**src/rtl/uart_pkg.sv**
```systemverilog
// rtl/uart_pkg.sv - shared UART framing constants, state encoding and defaults
package uart_pkg;

    // 8N1 framing: start + 8 data + stop
    localparam int DATA_BITS  = 8;
    localparam int FRAME_BITS = 10;

    // Line levels
    localparam logic IDLE_LEVEL  = 1'b1;
    localparam logic START_LEVEL = 1'b0;
    localparam logic STOP_LEVEL  = 1'b1;

    // FSM state encoding, shared by transmitter and receiver
    localparam logic [1:0] IDLE  = 2'd0;
    localparam logic [1:0] START = 2'd1;
    localparam logic [1:0] DATA  = 2'd2;
    localparam logic [1:0] STOP  = 2'd3;

    // Board defaults
    localparam int CLOCK_FREQ_DEFAULT = 125_000_000;
    localparam int BAUD_RATE_DEFAULT  = 115_200;

    // Counter width able to hold 0..period-1; never narrower than one bit
    function automatic int counter_width(input int period);
        return (period > 1) ? $clog2(period) : 1;
    endfunction

endpackage

```
**src/rtl/uart_baud_tick.sv**
```systemverilog
// rtl/uart_baud_tick.sv - bit-period counter that pulses on a chosen cycle of each period
module uart_baud_tick
    import uart_pkg::*;
#(
    parameter int PERIOD  = 1085,
    parameter int TICK_AT = PERIOD - 1,
    parameter int WIDTH   = counter_width(PERIOD)
) (
    input  logic clk,
    input  logic rst,
    input  logic clear,
    input  logic enable,
    output logic tick
);

    localparam logic [WIDTH-1:0] LAST_COUNT = WIDTH'(PERIOD - 1);
    localparam logic [WIDTH-1:0] TICK_COUNT = WIDTH'(TICK_AT);

    logic [WIDTH-1:0] count;

    // Count 0..PERIOD-1 while enabled, wrapping at the bit boundary; clear realigns phase
    always_ff @(posedge clk) begin
        if (rst || clear) begin
            count <= '0;
        end else if (enable) begin
            if (count == LAST_COUNT) begin
                count <= '0;
            end else begin
                count <= count + 1'b1;
            end
        end
    end

    // Transmitter uses the last cycle of the period; a receiver can pick mid-bit
    assign tick = enable && (count == TICK_COUNT);

endmodule

```
**src/rtl/uart_transmitter.sv**
```systemverilog
// rtl/uart_transmitter.sv - 8N1 serialiser with valid/ready byte input
module uart_transmitter
    import uart_pkg::*;
#(
    parameter int CLOCK_FREQ = CLOCK_FREQ_DEFAULT,
    parameter int BAUD_RATE  = BAUD_RATE_DEFAULT
) (
    input  logic       clk,
    input  logic       rst,
    input  logic [7:0] data_in,
    input  logic       data_in_valid,
    output logic       data_in_ready,
    output logic       serial_out
);

    localparam int SYMBOL_EDGE_TIME    = CLOCK_FREQ / BAUD_RATE;
    localparam int CLOCK_COUNTER_WIDTH = counter_width(SYMBOL_EDGE_TIME);
    localparam int BIT_INDEX_WIDTH     = $clog2(DATA_BITS);
    localparam logic [BIT_INDEX_WIDTH-1:0] LAST_BIT = BIT_INDEX_WIDTH'(DATA_BITS - 1);

    logic [1:0]                 state;
    logic [BIT_INDEX_WIDTH-1:0] bit_index;
    logic [DATA_BITS-1:0]       shreg;
    logic                       fire;
    logic                       bit_tick;

    // Ready depends on state alone so the producer never sees a combinational loop
    assign data_in_ready = (state == IDLE);
    assign fire          = data_in_valid && data_in_ready;

    // Baud counter is held at zero while idle so every frame starts phase-aligned to fire
    uart_baud_tick #(
        .PERIOD  (SYMBOL_EDGE_TIME),
        .TICK_AT (SYMBOL_EDGE_TIME - 1),
        .WIDTH   (CLOCK_COUNTER_WIDTH)
    ) u_baud_tick (
        .clk     (clk),
        .rst     (rst),
        .clear   (state == IDLE),
        .enable  (state != IDLE),
        .tick    (bit_tick)
    );

    // Frame sequencer; serial_out is loaded with the level of the bit about to start
    always_ff @(posedge clk) begin
        if (rst) begin
            state      <= IDLE;
            serial_out <= IDLE_LEVEL;
            bit_index  <= '0;
            shreg      <= '0;
        end else begin
            case (state)
                IDLE: begin
                    if (fire) begin
                        shreg      <= data_in;
                        bit_index  <= '0;
                        serial_out <= START_LEVEL;
                        state      <= START;
                    end else begin
                        serial_out <= IDLE_LEVEL;
                    end
                end
                START: begin
                    if (bit_tick) begin
                        bit_index  <= '0;
                        serial_out <= shreg[0];
                        state      <= DATA;
                    end
                end
                DATA: begin
                    if (bit_tick) begin
                        if (bit_index == LAST_BIT) begin
                            serial_out <= STOP_LEVEL;
                            state      <= STOP;
                        end else begin
                            bit_index  <= bit_index + 1'b1;
                            serial_out <= shreg[bit_index + 1'b1];
                        end
                    end
                end
                STOP: begin
                    if (bit_tick) begin
                        serial_out <= IDLE_LEVEL;
                        state      <= IDLE;
                    end
                end
                default: begin
                    serial_out <= IDLE_LEVEL;
                    state      <= IDLE;
                end
            endcase
        end
    end

endmodule

```
**config.mk**
```make
export PLATFORM = sky130hd
export DESIGN_NAME = uart_transmitter
export DESIGN_NICKNAME = d
export VERILOG_FILES = /design/src/rtl/uart_pkg.sv /design/src/rtl/uart_baud_tick.sv /design/src/rtl/uart_transmitter.sv
export SDC_FILE = /design/constraint.sdc
export NUM_CORES = 1
export LEC_CHECK = 0
export ABC_AREA = 1
export CAP_MARGIN = 25
export CORE_ASPECT_RATIO = 1.25
export CORE_MARGIN = 5
export CORE_UTILIZATION = 38
export CTS_CLUSTER_DIAMETER = 200
export DETAILED_ROUTE_END_ITERATION = 12
export PLACE_DENSITY = 0.57
export SYNTH_ARGS = -nofsm -noshare
export SYNTH_HDL_FRONTEND = slang
export SYNTH_HIERARCHICAL = 1
export SYNTH_SLANG_ARGS = --single-unit
```
**constraint.sdc**
```tcl
create_clock -name clk -period 3.2 [get_ports clk]
set_input_delay 0.96 -clock clk [delete_from_list [all_inputs] [get_ports clk]]
set_output_delay 0.96 -clock clk [all_outputs]
set_load 0.01 [all_outputs]
```
* Word-level counts from Yosys, hierarchy flattened
Cells that the tools add are included.
Word-level totals: word-level logic and storage cells 49, input port bits 11, register bits 25
Cells by class: reductions and logical operators 10, equal/unequal tests 11, $add $sub $neg 2, order comparisons 1, muxes and demuxes 20
Operators by type and width (number):
- 3-bit 2-to-1 mux | 4
- 11-bit by 1-bit adder with 11-bit output (second input constant) | 1
- 11-bit == test (second input constant) | 1
- 11-bit 2-to-1 mux | 1
- 2-bit 2-to-1 mux | 5
- 2-bit inequality test (second input constant) | 5
- 5-bit AND reduction | 2
- 3-bit one-hot mux with 3 select lines | 1
- 2-bit one-hot mux with 4 select lines | 1
- 1-bit 2-to-1 mux | 6
- 2-bit == test (second input constant) | 2
- 3-bit by 4-bit < comparator with 1-bit output (second input constant) | 1
- 1-bit one-hot mux with 4 select lines | 1
- 3-bit by 1-bit adder with 3-bit output (second input constant) | 1
- 1-bit binary-select mux with 3-bit select | 1
- 3-bit == test (second input constant) | 1
- 3-bit AND reduction | 1
- 3-bit nonzero test | 1
- 2-bit by 1-bit == test with 1-bit output (second input constant) | 1
- 1-bit logical AND | 2
- 2-bit zero test | 1
- 2-bit by 1-bit inequality test with 1-bit output (second input constant) | 1
- 2-bit AND reduction | 1
- 2-bit nonzero test | 1
- 1-bit logical OR | 1

* Depth between registers and ports, before layout
Gate-level depths: netlist of the first run.
depth in word-level cells 6, mapped depth 13, gate-level depth less buffers 13

* Modules after synthesis
The synthesis of the first run kept the hierarchy.
By module, submodules not included:
- uart_transmitter | cells an instance 107, area an instance 745.7 um^2, seq. area each 280.3 um^2, instances 1
- uart_baud_tick | cells an instance 85, area an instance 609.3 um^2, seq. area each 220.2 um^2, instances 1

* Worst setup path after synthesis of the first run
No wires, ideal clock.
path kind reg2reg, start register state[0], end register bit_index[1], setup slack 1.438 ns, arrival time 1.693 ns, library setup time 0.070 ns, buffers on the path 0, period minus slack after synthesis 1.762 ns, data required time 3.130 ns, cell stages (with the launch flop) 14, cells stage by stage dfxtp_1 -> inv_1 -> ha_1 -> inv_1 -> nand2_1 -> nor2_1 -> nand3_2 -> inv_1 -> nor2_1 -> nor2_1 -> nand2_2 -> inv_2 -> nand3_1 -> a21oi_1
On the way: longest elaborated chain between the ends 4
Ends and longest elaborated chain:
- start: declaration | RTL line uart_transmitter.sv:21 | logic [1:0] state;
- start signal: assignment | RTL line uart_transmitter.sv:47 | state <= IDLE;
- start signal: assignment | RTL line uart_transmitter.sv:58 | state <= START;
- start signal: assignment | RTL line uart_transmitter.sv:67 | state <= DATA;
- 2-bit zero test * | RTL line uart_transmitter.sv:28 | assign data_in_ready = (state == IDLE);
- via data_in_ready | RTL line uart_transmitter.sv:12 | output logic data_in_ready,
- 1-bit logical AND | RTL line uart_transmitter.sv:29 | assign fire = data_in_valid && data_in_ready;
- 2-bit by 1-bit inequality test with 1-bit output (no source line)
- 5-bit AND reduction (no source line)
- end signal: assignment | RTL line uart_transmitter.sv:76 | bit_index <= bit_index + 1'b1;
- end: declaration | RTL line uart_transmitter.sv:22 | logic [BIT_INDEX_WIDTH-1:0] bit_index;
The timed path passes the listed nets; every way through them passes the cells marked *. A chain may end at the register's enable or synchronous reset.

* Worst setup path in the final report of the first run
start register state[0], end output port data_in_ready
On the way: longest elaborated chain between the ends 1
Ends and longest elaborated chain (RTL line):
- 2-bit zero test | uart_transmitter.sv:28
- end: declaration | uart_transmitter.sv:12
Every way passes these cells.

==> out/metrics.yaml, run 1 <==
outcome:
  status: "finished clean"
critical_path:
  worst-setup-path-type: "reg -> out"
  reg2reg_slack_ps: 1210
  r2r_cells: 13
  r2r-start: "state[0]"
  arrival_ps: 1520
  critical_path_required_ps: 2240
  critPathCaptureType: "output pin"
  crit_fanout: 4
  cp-start-kind: "flop"
  reg2reg_to: "bit_index[1]"
logic_synthesis:
  synth_top_area_cell: "dfxtp_1"
  synthDistinctLibCells: 28
  ys_seq_elements: 25
  synth_top_area_share_pct: 36.9
  syn_inst: 192
  avgSynthCellArea_um2: 7.06
  synth_flop_cell: "dfxtp_1"
  synth_most_common_cell: "nor2_1"
  seq_area_frac_synth_pct: 36.9
  synth_edf_count: 0
  yosys-top-cells-count: "37 x nor2_1, 33 x nand2_1, 25 x dfxtp_1"
  yosys-top-cells-area: "dfxtp_1 37%, nor2_1 10%, nand2_1 9.1%"
  async_flop_share_pct: 0
  ys_warn_count: 6
  netlist_area_um2: 1360
  syn-num-nets: 212
die:
  boundaryPins: 13
  die-height_um: 76.8
  fp-row-count: 24
  coreArea_um2: 3450
  initial_core_util_pct: 39.2
  die_w_um: 63.4
  dieArea_um2: 4870
power_and_ir_drop:
  fin_total_pwr_w: 0.000964
  p_leak_nw: 0.670
  max-vdd-ir-drop_mv: 0.293
  powerDensity_nw_per_um2: 616
finish:
  final_layout_size_suffix_gt1_share_pct: 11.6
  nFillCells: 374
  syn2layout_area_growth_pct: 15.6
  regArea_um2: 500
  multi_input_area_um2: 738
  antenna_cells: 0
  nets: 228
  stdcell_area_um2: 1570
sta:
  maxSlewViolCount: 0
  hold_viol: 0
  fin_tns_setup_ps: 0
  report.final.setup_viol: 0
  setup_slack_ps: 721
  fmax_ghz: 0.403
  finalCritPeriodShare_pct: 77.5
  relSlewSlack_pct: 78.3
  fin_crit_ps: 2480
  rsz0062_at_grt: "no"
  worst_slew_pin_slew_ps: 324
  finalClockSkew_ps: 6.44
route:
  ant_nets: 0
  wirelength_um: 2680
  first_iter_violations: 36
  first_pass_iters: 4
  drc: 0
  avgViaCountPerCell: 4.87
  vias: 1198
  wl_per_cell_um: 10.9
worst_hold_path:
  hold_end: "u_baud_tick/count[9]"
  worstHoldPathType: "reg -> reg"
  hold_path_depth: 2
  hp-start: "u_baud_tick/count[9]"
placed_design:
  dp_hpwl_um: 2160
  numPortBuffers: 12
  gp_congestion: 0.893
  place_area_um2: 1520
  pre_cts_ws_ps: 903
clock_network:
  numClockSinks: 25
  cts_resized: 0
  cts_hold_buffers: 0
  clkSlewWorstSetupHoldPaths_ps: 90
  root_buffer: "clkbuf_8"
  cts_tree: "done"
  h-tree-depth: 1
  clk_latency_ps: 270
  cts_buffer_depth: 2
  cts_setup_buffers: 0
  cts_buffers: 3
global_routing:
  track_usage_pct: 11.9
  grt_max_degree: 15
  antenna_found_initial: 0
  grt_pass1_wl_um: 4760
  gr-total-overflow: 0
  first_global_vias: 1122
job:
  maxCapViolations: 0
through the flow:
| stage | std cells | hold WS, ps | utilization, % |
|---|---|---|---|
| floorplan | 192 | 441 | - |
| global placement | 242 | 453 | 44.0 |
| detailed placement | 242 | 461 | 44.0 |
| CTS | 246 | 481 | 45.4 |
| global route | 246 | 500 | 45.4 |
| finish | 246 | 476 | 45.4 |
worst max-delay path by stage:
stage,from,to,slack (ps),cells past startpoint
after floorplan,state[0],bit_index[1],1440,13
after global placement,data_in_valid,serial_out,950,6
after detailed placement,data_in_valid,serial_out,900,6
after CTS,state[0],data_in_ready,700,3
after global routing,state[0],data_in_ready,610,3
final,state[0],data_in_ready,720,3
cells in the final DEF, fill, tap and decap left out, types with 2 or more instances in the layout:
cell	synthesis	final
nor3_1	4	4
nor2_4	2	2
inv_1	24	24
o21ai_2	2	2
nor2_1	37	37
nand2_1	33	33
nand3_1	9	9
xor2_1	2	2
dfxtp_1	25	25
nor2_2	3	3
clkdlybuf4s50_1	0	12
nand2_2	4	4
inv_2	5	5
o21ai_0	10	10
a21oi_1	7	7
clkbuf_8	0	3
o21ai_1	3	3
ha_1	9	9
nand4_1	2	2
critical path: stages, from the launching register on:
cell and delay, ps:
dfxtp_1 350, inv_1 120, ha_1 230, clkdlybuf4s50_1 560
report_power, final:
group          leakage [nW]  internal [W]  switching (W)
clock                0.0255     0.0000872       0.000102
combinational         0.441      0.000149       0.000225
sequential            0.204      0.000361      0.0000394
total                 0.670      0.000598       0.000367
cell type report:
type / count / share of cell area, %
Tap cell: 39 / 3.12
Clock inverter: 1 / 0.319
Multi-Input combinational cell: 136 / 47.1
Inverter: 30 / 7.19
Clock buffer: 3 / 2.64
Sequential cell: 25 / 31.9
Timing Repair Buffer: 12 / 7.67
layer usage:
metal | up-vias | part of all wire (%) | global-route usage, %
met2 | 20 | 53 | 21.4
met4 | 0 | 1.9 | 5.61
met3 | 5 | 3.1 | 2.63
li1 | 630 | - | -
met5 | - | 0 | 0
met1 | 543 | 42 | 12.8
state kept, by name (all words and copies together), names as in the netlist:
register           count
u_baud_tick/count     11
shreg                  8
bit_index              3
state                  2
serial_out             1
logic make-up (layout without fill, tap and decap cells):
| family | after synthesis | after routing | synth area share, % |
|---|---|---|---|
| compound gates | 24 | 24 | 9.97 |
| xor+xnor | 3 | 3 | 1.94 |
| fa+ha+maj | 9 | 9 | 8.31 |
| buf+inv | 31 | 46 | 8.59 |
| flops | 25 | 25 | 36.9 |
| mux | 1 | 1 | 0.739 |
| simple gates | 99 | 99 | 33.5 |
Note: power is estimated with default switching activity, not from simulation.
==> inputs of run 2 (changes only) <==
--- a/config.mk
+++ b/config.mk
@@ -12,7 +12,7 @@
 export CORE_UTILIZATION = 38
 export CTS_CLUSTER_DIAMETER = 200
 export DETAILED_ROUTE_END_ITERATION = 12
-export PLACE_DENSITY = 0.57
+export PLACE_DENSITY = 0.59
 export SYNTH_ARGS = -nofsm -noshare
 export SYNTH_HDL_FRONTEND = slang
 export SYNTH_HIERARCHICAL = 1
==> constraint.sdc (replaced) <==
create_clock -name clk -period 2 [get_ports clk]
set_input_delay 0.6 -clock clk [delete_from_list [all_inputs] [get_ports clk]]
set_output_delay 0.6 -clock clk [all_outputs]
set_load 0.01 [all_outputs]
==> run 2 against run 1 <==
Net effect:
- critical path depth did not move
- via count fell by 2.6%
- global-route usage fell by 0.12 points
- non-clock buffer count rose by 3
- clock-buffer cell count did not move
- combinational power rose by 69%
- flip-flop and latch count did not move
- utilization rose by 1.1 points
- setup slack got worse by 550 ps
- die area did not move
- critical path type unchanged
- critical endpoint unchanged
- largest cell class unchanged
- highest routed layer unchanged
==> out/metrics.yaml, run 2 (synthesis results as in run 1) <==
route:
  ant_nets: 0  # unchanged
  avgViaCountPerCell: 4.69  # was 4.87
  wirelength_um: 2520  # was 2680 um
  vias: 1167  # was 1,198
  first_iter_violations: 39  # was 36
  wl_per_cell_um: 10.1  # was 10.9 um
  first_pass_iters: 4  # unchanged
  drc: 0  # unchanged
clock_network:
  cts_setup_buffers: 0  # unchanged
  root_buffer: "clkbuf_8"  # unchanged
  h-tree-depth: 1  # unchanged
  cts_buffer_depth: 2  # unchanged
  cts_hold_buffers: 0  # unchanged
  cts_tree: "done"  # unchanged
  cts_resized: 5  # was 0
  cts_buffers: 3  # unchanged
  clkSlewWorstSetupHoldPaths_ps: 80  # was 90 ps
  numClockSinks: 25  # unchanged
  clk_latency_ps: 270  # about the same
sta:
  hold_viol: 0  # unchanged
  fmax_ghz: 0.547
  rsz0062_at_grt: "no"  # unchanged
  worst_slew_pin_slew_ps: 311  # was 324 ps
  relSlewSlack_pct: 79.2  # was 78.3%
  finalCritPeriodShare_pct: 91.4
  fin_tns_setup_ps: 0  # unchanged
  maxSlewViolCount: 0  # unchanged
  setup_slack_ps: 171  # was 721 ps
  finalClockSkew_ps: 6.69  # was 6.44 ps
  report.final.setup_viol: 0  # unchanged
  fin_crit_ps: 1830
power_and_ir_drop:
  max-vdd-ir-drop_mv: 0.620  # was 0.293 mV
  power.internal_w: 0.000987  # was 0.000598 W
  power.switching_w: 0.000595  # was 0.000367 W
  p_seq_share_pct: 40.5  # was 41.5%
  p_leak_nw: 0.682  # was 0.670 nW
  powerDensity_nw_per_um2: 987  # was 616 nW/um^2
  p_sw_share_pct: 37.6  # was 38.0%
  combinationalPowerShare_pct: 40.1  # was 38.8%
  clkPwrFrac_pct: 19.5  # was 19.6%
critical_path:
  critPathLaunch: "state[0]"  # unchanged
  r2r-start: "state[0]"  # unchanged
  path_cells: "inv_2 -> ha_4 -> dlygate4sd2_1"  # was inv_1 -> ha_1 -> clkdlybuf4s50_1
  cpPeakStageDelay_ps: 410  # was 560 ps
  cp-start-kind: "flop"  # unchanged
  critical_path_required_ps: 1400  # was 2240 ps
  worst-setup-path-type: "reg -> out"  # unchanged
  crit_slowest_cell: "dfxtp_1"  # was clkdlybuf4s50_1
  r2r_cells: 13  # unchanged
  reg2reg_slack_ps: 280  # was 1210 ps
  reg2reg_to: "bit_index[2]"  # was bit_index[1]
  arrival_ps: 1230  # was 1520 ps
  critPathCaptureType: "output pin"  # unchanged
  crit_fanout: 4  # unchanged
global_routing:
  track_usage_pct: 11.8  # was 11.9%
  antenna_found_initial: 0  # unchanged
  gr-total-overflow: 0  # unchanged
  grt_pass1_wl_um: 4750  # was 4760 um
  first_global_vias: 1131  # was 1,122
  grt_max_degree: 16  # was 15
finish:
  reg.largest.list: "u_baud_tick/count x11, shreg x8, bit_index x3"  # unchanged
  layout_common_cells: "37 x nor2_1, 33 x nand2_1, 25 x dfxtp_1"  # unchanged
  antenna_cells: 0  # unchanged
  largest_reg_flops: 11  # unchanged
  syn2layout_area_growth_pct: 18.3  # was 15.6%
  largest_register: "u_baud_tick/count"  # unchanged
  fin_util_pct: 46.4  # was 45.4%
  nets: 231  # was 228
  final_cells: 249  # was 246
  final_common_cell: "nor2_1"  # unchanged
  final_layout_size_suffix_gt1_share_pct: 14.3  # was 11.6%
job:
  maxCapViolations: 0  # unchanged
worst_hold_path:
  worstHoldPathType: "reg -> reg"  # unchanged
  hp-start: "u_baud_tick/count[9]"  # unchanged
  hold_end: "u_baud_tick/count[9]"  # unchanged
  hold_path_depth: 2  # unchanged
die:
  die_w_um: 63.4  # unchanged
  fp-row-count: 24  # unchanged
  coreArea_um2: 3450  # unchanged
  dieArea_um2: 4870  # unchanged
  boundaryPins: 13  # unchanged
  initial_core_util_pct: 39.2  # unchanged
  die-height_um: 76.8  # unchanged
placed_design:
  pre_cts_ws_ps: 109  # was 903 ps
  numPortBuffers: 12  # unchanged
  place_inst: 245  # was 242
  gp_congestion: 0.778  # was 0.893
  dp_hpwl_um: 2050  # was 2160 um
outcome:
  status: "finished clean"  # unchanged
[run 2: changes by cell type in the layout (fill, tap and decap cells not counted), sizes merged]
cell,previous run,this run
clkinv,2,1
buf,0,3
dlygate4sd2,0,1
clkinvlp,0,1
clkdlybuf4s50,12,11
[run 2: cell type report]
class	instances	area, um^2
fillers	363	1850
well taps	39	48.8
inverters	30	113
clock buffers	3	41.3
multi-input cells	136	751
repair buffers	15	141
flip-flops and latches	25	500
clock inverters	1	7.51
[run 2: metrics by stage]
step                      hold WS [ps]  cell area, um^2  power (W)
after global placement             452             1540    0.00128
after CTS                          473             1600    0.00161
after floorplan                    441             1360    0.00109
after detailed placement           456             1540    0.00128
after global routing               488             1600    0.00173
final                              473             1600    0.00158
[run 2: per-layer routing]
metal	up-vias	share of wire [%]	track usage, %
met5	-	0	0
met4	0	2.3	5.61
met3	5	3.2	2.49
met2	14	51	20.8
met1	510	43	13.1
li1	638	-	-
[run 2: worst max-delay path, delay by kind of cell (launching register included)]
kind	cells	cell delay, ps
fa+ha+maj	1	180
buf+inv	2	370
flops	1	410
[run 2: worst max path at each step]
stage | slack [ps] | end
2_1_floorplan | 240 | bit_index[1]
3_3_place_gp | 120 | data_in_ready
3_5_place_dp | 110 | data_in_ready
4_1_cts | 170 | data_in_ready
5_1_grt | 70 | bit_index[1]
6_report | 170 | data_in_ready
[run 2: power groups by stage]
stage | clock network [W] | logic [W] | registers [W]
global route | 0.000346 | 0.000733 | 0.000654
global placement | 0 | 0.000633 | 0.000650
detailed placement | 0 | 0.000629 | 0.000649
floorplan | 0 | 0.000448 | 0.000639
finish | 0.000308 | 0.000634 | 0.000640
CTS | 0.000325 | 0.000644 | 0.000640
==> inputs of run 3 (changes only) <==
--- a/config.mk
+++ b/config.mk
@@ -12,7 +12,8 @@
 export CORE_UTILIZATION = 38
 export CTS_CLUSTER_DIAMETER = 200
 export DETAILED_ROUTE_END_ITERATION = 12
-export PLACE_DENSITY = 0.59
+export PLACE_DENSITY = 0.57
+export SETUP_SLACK_MARGIN = 0.3
 export SYNTH_ARGS = -nofsm -noshare
 export SYNTH_HDL_FRONTEND = slang
 export SYNTH_HIERARCHICAL = 1
==> constraint.sdc (replaced) <==
create_clock -name clk -period 1.7 [get_ports clk]
set_input_delay 0.51 -clock clk [delete_from_list [all_inputs] [get_ports clk]]
set_output_delay 0.51 -clock clk [all_outputs]
set_load 0.01 [all_outputs]
==> run 3 against run 2 <==
Net effect:
- clock power is 19% higher
- largest cell class unchanged
- total power is 31% higher
- design area rose by 7.9%
- global-route usage up 0.79 points
- register-to-register slack got worse by 90 ps
- first-iteration DRC count fell by 10%
- clock-buffer cell count is the same
- setup slack improved by 17 ps
==> out/metrics.yaml, run 3 (synthesis results as in run 1) <==
outcome:
  status: "finished clean"  # unchanged
sta:
  hold_viol: 0  # unchanged
  fin_crit_ps: 1510
  worst_slew_pin_slew_ps: 291  # was 311 ps
  report.final.setup_viol: 0  # unchanged
  finalCritPeriodShare_pct: 88.9
  finalClockSkew_ps: 1.42  # was 6.69 ps
  relSlewSlack_pct: 80.6  # was 79.2%
  hold_ws_ps: 487  # was 473 ps
  fin_tns_setup_ps: 0  # unchanged
  rsz0062_at_grt: "yes"  # was no
  fmax_ghz: 0.661
  maxSlewViolCount: 0  # unchanged
route:
  wirelength_um: 2920  # was 2520 um
  vias: 1242  # was 1,167
  first_pass_iters: 4  # unchanged
  avgViaCountPerCell: 4.78  # was 4.69
  ant_nets: 0  # unchanged
  wl_per_cell_um: 11.2  # was 10.1 um
  first_iter_violations: 35  # was 39
  drc: 0  # unchanged
global_routing:
  grt_use_met2_pct: 26.2  # was 20.8%
  use_met1_pct: 11.2  # was 13.1%
  grt.busiest_layer: "met2"  # unchanged
  grt_pass1_wl_um: 5040  # was 4750 um
  track_usage_pct: 12.6  # was 11.8%
  grt_use_met3_pct: 2.19  # was 2.49%
  first_global_vias: 1290  # was 1,131
  antenna_found_initial: 0  # unchanged
  grt_max_degree: 16  # unchanged
  gr-total-overflow: 0  # unchanged
finish:
  final_layout_size_suffix_gt1_share_pct: 27.1  # was 14.3%
  reg.largest.list: "u_baud_tick/count x11, shreg x8, bit_index x3"  # unchanged
  nFillCells: 332  # was 363
  final_cells: 260  # was 249
  fin_util_pct: 50.1  # was 46.4%
  syn2layout_area_growth_pct: 27.6  # was 18.3%
  final_common_cell: "nor2_1"  # unchanged
  nets: 242  # was 231
  antenna_cells: 0  # unchanged
  largest_reg_flops: 11  # unchanged
  largest_register: "u_baud_tick/count"  # unchanged
  layout_common_cells: "33 x nor2_1, 31 x nand2_1, 21 x dfxtp_1"  # was 37 x nor2_1, 33 x nand2_1, 25 x dfxtp_1
critical_path:
  cp-start-kind: "flop"  # unchanged
  critical_path_required_ps: 1910  # was 1400 ps
  arrival_ps: 1720  # was 1230 ps
  worst-setup-path-type: "reg -> reg"  # was reg -> out
  critPathCaptureType: "flop"  # was output pin
  crit_fanout: 5  # was 4
die:
  initial_core_util_pct: 39.2  # unchanged
  die-height_um: 76.8  # unchanged
  fp-row-count: 24  # unchanged
  coreArea_um2: 3450  # unchanged
  dieArea_um2: 4870  # unchanged
  die_w_um: 63.4  # unchanged
  boundaryPins: 13  # unchanged
job:
  maxCapViolations: 0  # unchanged
clock_network:
  clk_latency_ps: 270  # about the same
  cts_tree: "done"  # unchanged
  cts_buffers: 3  # unchanged
  numClockSinks: 25  # unchanged
  root_buffer: "clkbuf_8"  # unchanged
  clkSlewWorstSetupHoldPaths_ps: 90  # was 80 ps
  h-tree-depth: 1  # unchanged
  cts_hold_buffers: 0  # unchanged
  cts_buffer_depth: 2  # unchanged
worst_hold_path:
  worstHoldPathType: "reg -> reg"  # unchanged
power_and_ir_drop:
  max-vdd-ir-drop_mv: 0.877  # was 0.620 mV
  p_leak_nw: 0.740  # was 0.682 nW
  powerDensity_nw_per_um2: 1200  # was 987 nW/um^2
  fin_total_pwr_w: 0.00208  # was 0.00158 W
placed_design:
  dp_hpwl_um: 2200  # was 2050 um
  gp_congestion: 0.834  # was 0.778
  place_inst: 249  # was 245
  numPortBuffers: 12  # unchanged
run 3: cell count changes in the layout (fill, tap and decap cells not counted), moves of 3 or more:
cell / previous run / this run
buf_4: 3 / 14
dfxtp_1: 25 / 21
nor2_1: 37 / 33
dfxtp_2: 0 / 4
nor2_2: 3 / 6
run 3: path summary, 6_finish.rpt:
check | startpoint | end | slack (ps) | cells after the start
worst min register to register | bit_index[1] | bit_index[1] | 490 | 2
worst max-delay path | state[0] | state[1] | 190 | 10
worst min-delay path | bit_index[1] | bit_index[1] | 490 | 2
worst max register to register | state[0] | state[1] | 190 | 10
run 3: layout make-up:
type,instances,area (um^2),area share [%]
Clock inverter,1,7.51,0.434
Tap cell,39,48.8,2.82
Timing Repair Buffer,26,215,12.4
Multi-Input combinational cell,136,793,45.9
Sequential cell,25,505,29.2
Inverter,30,118,6.80
Clock buffer,3,41.3,2.39
run 3: metrics by stage:
stage	setup slack [ps]	area [um^2]
after floorplan	209	1370
after global placement	13.4	1590
after detailed placement	-0.332	1590
after CTS	162	1690
after global routing	86.6	1730
final	188	1730
run 3: timing repair:
action	in CTS	in global routing
pin swaps	9	7
resized for setup	13	11
setup buffers	5	2
gates cloned	0	0
setup endpoints to repair	11	16
hold endpoints to repair	0	0
run 3: per-layer routing:
metal,routed length (um),vias up
met4,43,0
met3,65,5
met5,0,-
li1,-,656
met2,1650,11
met1,1160,570
run 3: critical path: stages (launching register included):
cell	delay, ps
dfxtp_2	330
inv_2	90
ha_4	160
inv_4	30
buf_4	150
or2_1	230
o21ai_0	120
nor2_2	90
inv_2	70
o21ai_1	50
a21oi_1	120
run 3: power by group:
part	leakage [nW]	switching (W)	internal [W]
clock network	0.0217	0.000202	0.000166
logic	0.512	0.000530	0.000432
registers	0.206	0.0000617	0.000685
total	0.740	0.000793	0.00128
